--- src/rtl/external_in.sv ---
// Input port for the SIMPLE CPU: synchronises the DIP switches, debounces the
// active-low enter button and holds one captured word for the IN instruction.
module external_in #(
    parameter int DEBOUNCE_CYCLES = 250000,
    parameter int SYNC_STAGES     = 2
) (
    input  logic        clock,
    input  logic        reset,
    input  logic [15:0] sw,
    input  logic        btn_n,
    input  logic        inputEnable,
    output logic [15:0] dr,
    output logic        ready,
    output logic        overrun,
    output logic        stall
);

    localparam int CNT_W = $clog2(DEBOUNCE_CYCLES);
    localparam logic [CNT_W-1:0] CNT_MAX = CNT_W'(DEBOUNCE_CYCLES - 1);

    typedef enum logic {
        RELEASED = 1'b0,
        PRESSED  = 1'b1
    } db_state_t;

    logic [SYNC_STAGES-1:0][15:0] sw_sync_q, sw_sync_d;
    logic [SYNC_STAGES-1:0]       btn_sync_q, btn_sync_d;
    logic [15:0]                  sw_s;
    logic                         btn_s;

    db_state_t                    db_state_q, db_state_d;
    logic [CNT_W-1:0]             cnt_q, cnt_d;
    logic                         press_evt;

    logic [15:0]                  dr_q, dr_d;
    logic                         ready_q, ready_d;
    logic                         overrun_q, overrun_d;
    logic                         read_evt;

    // Each synchroniser shifts one stage per clock; stage 0 samples the raw pin.
    always_comb begin
        sw_sync_d  = {sw_sync_q[SYNC_STAGES-2:0], sw};
        btn_sync_d = {btn_sync_q[SYNC_STAGES-2:0], btn_n};
    end

    assign sw_s  = sw_sync_q[SYNC_STAGES-1];
    assign btn_s = btn_sync_q[SYNC_STAGES-1];

    // The counter only runs while the synchronised button disagrees with the
    // debounced level; any agreeing cycle throws away the partial count.
    always_comb begin
        // NOTE: every combinational output gets a default first so no path leaves it unassigned (no latch).
        db_state_d = db_state_q;
        cnt_d      = cnt_q;
        press_evt  = 1'b0;
        if ((btn_s == 1'b0) == (db_state_q == PRESSED)) begin
            cnt_d = '0;
        end else if (cnt_q == CNT_MAX) begin
            cnt_d      = '0;
            db_state_d = (db_state_q == PRESSED) ? RELEASED : PRESSED;
            press_evt  = (db_state_q == RELEASED);
        end else begin
            cnt_d = cnt_q + CNT_W'(1);
        end
    end

    // A read and a press on the same edge hand the old word to the CPU and
    // load the new one, so no overrun is flagged.
    always_comb begin
        dr_d      = dr_q;
        ready_d   = ready_q;
        overrun_d = overrun_q;
        read_evt  = inputEnable & ready_q;
        if (read_evt) begin
            ready_d   = 1'b0;
            overrun_d = 1'b0;
        end
        if (press_evt) begin
            if (!ready_q || read_evt) begin
                dr_d    = sw_s;
                ready_d = 1'b1;
            end else begin
                overrun_d = 1'b1;
            end
        end
    end

    always_ff @(posedge clock or negedge reset) begin
        if (!reset) begin
            // NOTE: the button synchroniser resets to 1 (released) so reset release never looks like a press.
            sw_sync_q  <= '0;
            btn_sync_q <= '1;
            db_state_q <= RELEASED;
            cnt_q      <= '0;
            dr_q       <= '0;
            ready_q    <= 1'b0;
            overrun_q  <= 1'b0;
        end else begin
            // NOTE: non-blocking assignments so every flop samples pre-edge values.
            sw_sync_q  <= sw_sync_d;
            btn_sync_q <= btn_sync_d;
            db_state_q <= db_state_d;
            cnt_q      <= cnt_d;
            dr_q       <= dr_d;
            ready_q    <= ready_d;
            overrun_q  <= overrun_d;
        end
    end

    assign dr      = dr_q;
    assign ready   = ready_q;
    assign overrun = overrun_q;
    assign stall   = inputEnable & ~ready_q;

endmodule

--- config.mk ---
export PLATFORM = sky130hd
export DESIGN_NAME = external_in
export DESIGN_NICKNAME = d
export VERILOG_FILES = /design/src/rtl/external_in.sv
export SDC_FILE = /design/constraint.sdc
export NUM_CORES = 1
export LEC_CHECK = 0
export ABC_AREA = 1
export CAP_MARGIN = 30
export CORE_ASPECT_RATIO = 0.7
export CORE_MARGIN = 5
export CORE_UTILIZATION = 50
export DETAILED_ROUTE_END_ITERATION = 7
export PLACE_DENSITY = 0.74
export SLEW_MARGIN = 30
export SYNTH_ARGS = -nofsm -noshare
export SYNTH_HDL_FRONTEND = slang
export SYNTH_SLANG_ARGS = --single-unit
--- constraint.sdc ---
create_clock -name clock -period 4.1 [get_ports clock]
set_clock_uncertainty 0.15 [all_clocks]
set_input_delay 0.41 -clock clock [delete_from_list [all_inputs] [get_ports clock]]
set_output_delay 0.41 -clock clock [all_outputs]
set_load 0.05 [all_outputs]
==> flow_metrics.py <==
metrics = {
    "synth": {
        "synth-xor-area-share_pct": 2.56,
        "synthAdderAreaFrac_pct": 0.457,
        "muxShareOfSynthArea_pct": 0,
        "yosysSeqAreaShare_pct": 65.0,
        "synth_compound_area_share_pct": 1.92,
        "synthFlopType": "dfrtp_1",
        "synth_area_per_cell_um2": 9.64,
        "synth-simple-area-share_pct": 22.7,
        "synth_top_family_by_area": "simple AND/OR/NAND/NOR gates",
        "synthesis.nets": 305,
        "async_flop_share_pct": 100,
        "synthesis.area_mm2": 0.00274,
        "netlist-cell-type-count": 27,
        "ys_ff_latch": 71,
        "netlist_instances": 284,
        "yosysWarningCount": 0,
        "synth_edf_count": 0,
    },
    "clock_tree": {
        "clkLatencyLatePin_ns": 0.34,
        "root_buffer": "clkbuf_8",
        "htree_num_levels": 3,
        "cts_tree": "built",
        "post-cts-setup-buffers": 0,
        "clock_sinks": 71,
        "path_clk_slew_ns": 0.07,
        "cts_resized": 0,
        "cts_hold_buffers": 0,
        "cts_buffer_depth": 2,
        "cts_buffers": 9,
    },
    "finish": {
        "final_layout_size_suffix_gt1_share_pct": 8.63,
        "final_cells": 408,
        "register_area_mm2": 0.00178,
        "syn_to_final_growth_pct": 24.9,
        "stdcell_area_mm2": 0.00342,
        "nets": 352,
        "antenna_cells": 0,
        "fillerInstances": 434,
        "final_cell_mix": "nor2_1 (69), dfrtp_1 (69), nand2_1 (54), inv_1 (44), clkdlybuf4s50_1 (37)",
        "multi_input_area_um2": 757,
    },
    "critical_path": {
        "reg2reg_to": "dr[9]",
        "critical_path_class": "in -> out",
        "arrival_ns": 1.87,
        "rrSetupSlack_ns": 2.12,
        "slowest_delay_ns": 0.81,
        "cp.required_ns": 3.54,
        "critPathLaunch": "inputEnable",
        "crit_chain": "clkdlybuf4s50_1, inv_1, nor2_1, clkdlybuf4s50_1",
        "worst_setup_path_end_kind": "primary output",
        "crit_top_cell": "clkdlybuf4s50_1",
        "crit_slowest_cell": "clkdlybuf4s50_1",
        "reg2regPathDepth": 6,
        "rr_startpoint": "cnt_q[0]",
        "crit_fanout": 2,
        "critical_path.startpoint_type": "primary input",
    },
    "power": {
        "p_leak_nw": 1.68,
        "power_density_mw_per_mm2": 417,
        "ir_drop_uv": 271,
    },
    "outcome": {
        "status": "finished with violations",
        "violations": "hold timing",
    },
    "global_routing": {
        "grt_pass1_vias": 1800,
        "grt_usage_pct": 15.3,
        "grt_pass1_wl_mm": 8.27,
        "grt-ovfl-total": 0,
        "antenna_found_initial": 0,
        "grt_max_degree": 37,
    },
    "route": {
        "vias": 1868,
        "wire_per_inst_um": 11.8,
        "drc": 0,
        "wirelength_mm": 4.82,
        "via_per_inst": 4.58,
        "drt_iter0_drc": 92,
        "drtPass1Iterations": 4,
        "postRouteAntennaNets": 0,
    },
    "floorplan": {
        "num_io_pins": 39,
        "design.core.area_mm2": 0.00529,
        "start_util_pct": 51.8,
        "die-height_um": 71.9,
        "rows": 22,
        "die_area_mm2": 0.00708,
        "die_x_um": 98.4,
    },
    "sta": {
        "min_period_ns": 2.43,
        "fmax_mhz": 411,
        "fin_tns_setup_ns": 0,
        "rsz0062_at_grt": "false",
        "setup_viol": 0,
        "worst_slew_pin_slew_ns": 0.758,
        "whs_ns": -0.0133,
        "slew_violations": 0,
        "finalCritPeriodShare_pct": 59.3,
        "finalHoldViolCount": 33,
        "slew-limit-headroom_pct": 49.4,
    },
    "worst_hold_path": {
        "hold_path.class": "in -> async",
    },
    "place": {
        "dpl_cell_area_mm2": 0.00318,
        "gp_congestion": 0.862,
        "dp_cells": 392,
        "place_hpwl_mm": 3.36,
        "portBuffers": 38,
    },
    "job": {
        "max-cap-violations": 0,
    },
}
-- power breakdown --
group / switching (W) / internal, W
Combinational: 0.0000276 / 0.0000218
Sequential: 0.00000707 / 0.000721
Clock: 0.000246 / 0.000403
-- worst max-delay path: cells and delay by family --
kind / cells / cell delay, ns
buffers and inverters: 3 / 1.36
and+or+nand+nor: 1 / 0.09
-- kinds of logic after synthesis --
kind of cell,Yosys count
AOI/OAI and AO/OA,9
and+or+nand+nor,146
DFF,71
xor gates and xnor gates,8
adders and majority gates,1
buffers and inverters,49
-- cells in the mapped netlist, types with 2 or more instances --
master	count	share of area, %
nor3_1	2	0.37
xor2_1	5	1.6
nand4_1	2	0.46
dfrtp_1	69	63
inv_1	44	6.0
xnor2_1	3	0.96
nor2_2	4	0.91
nor2_4	2	0.82
dfstp_2	2	1.9
nand3_1	9	1.6
a31oi_1	2	0.46
nand2_1	54	7.4
buf_6	2	0.82
o21ai_0	2	0.37
a21oi_1	2	0.37
nor2_1	69	9.5
-- worst max path at each step --
stage	to
2_1_floorplan	stall
4_1_cts	stall
5_1_grt	stall
3_3_place_gp	stall
6_report	stall
3_5_place_dp	stall
-- metal layers --
metal	share of wire (%)	track usage, %
met4	1.6	6.36
met1	45	19.3
met2	47	23.5
met3	7.0	6.24
met5	0	0
-- area by class of cell --
cell class,instances,share of cell area (%)
Clock buffer,10,3.73
Inverter,46,5.05
Sequential cell,71,52.0
Clock inverter,6,3.18
Multi-Input combinational cell,164,22.1
Timing Repair Buffer,39,11.2
Tap cell,72,2.64
-- state kept, by name (all words and copies together) (netlist names) --
register,cells
btn_sync_q,2
cnt_q,18
db_state_q,1
dr,16
overrun,1
ready,1
sw_s,16
sw_sync_d,16
-- through the flow --
stage          total power [W]  setup slack [ns]  util [%]
3_3_place_gp          0.000791              1.63      60.2
2_1_floorplan         0.000754              2.23         -
4_1_cts                0.00145              1.64      64.7
3_5_place_dp          0.000793              1.65      60.2
5_1_grt                0.00148              1.60      64.7
6_report               0.00143              1.67      64.7
(Power assumes the default switching activity.)
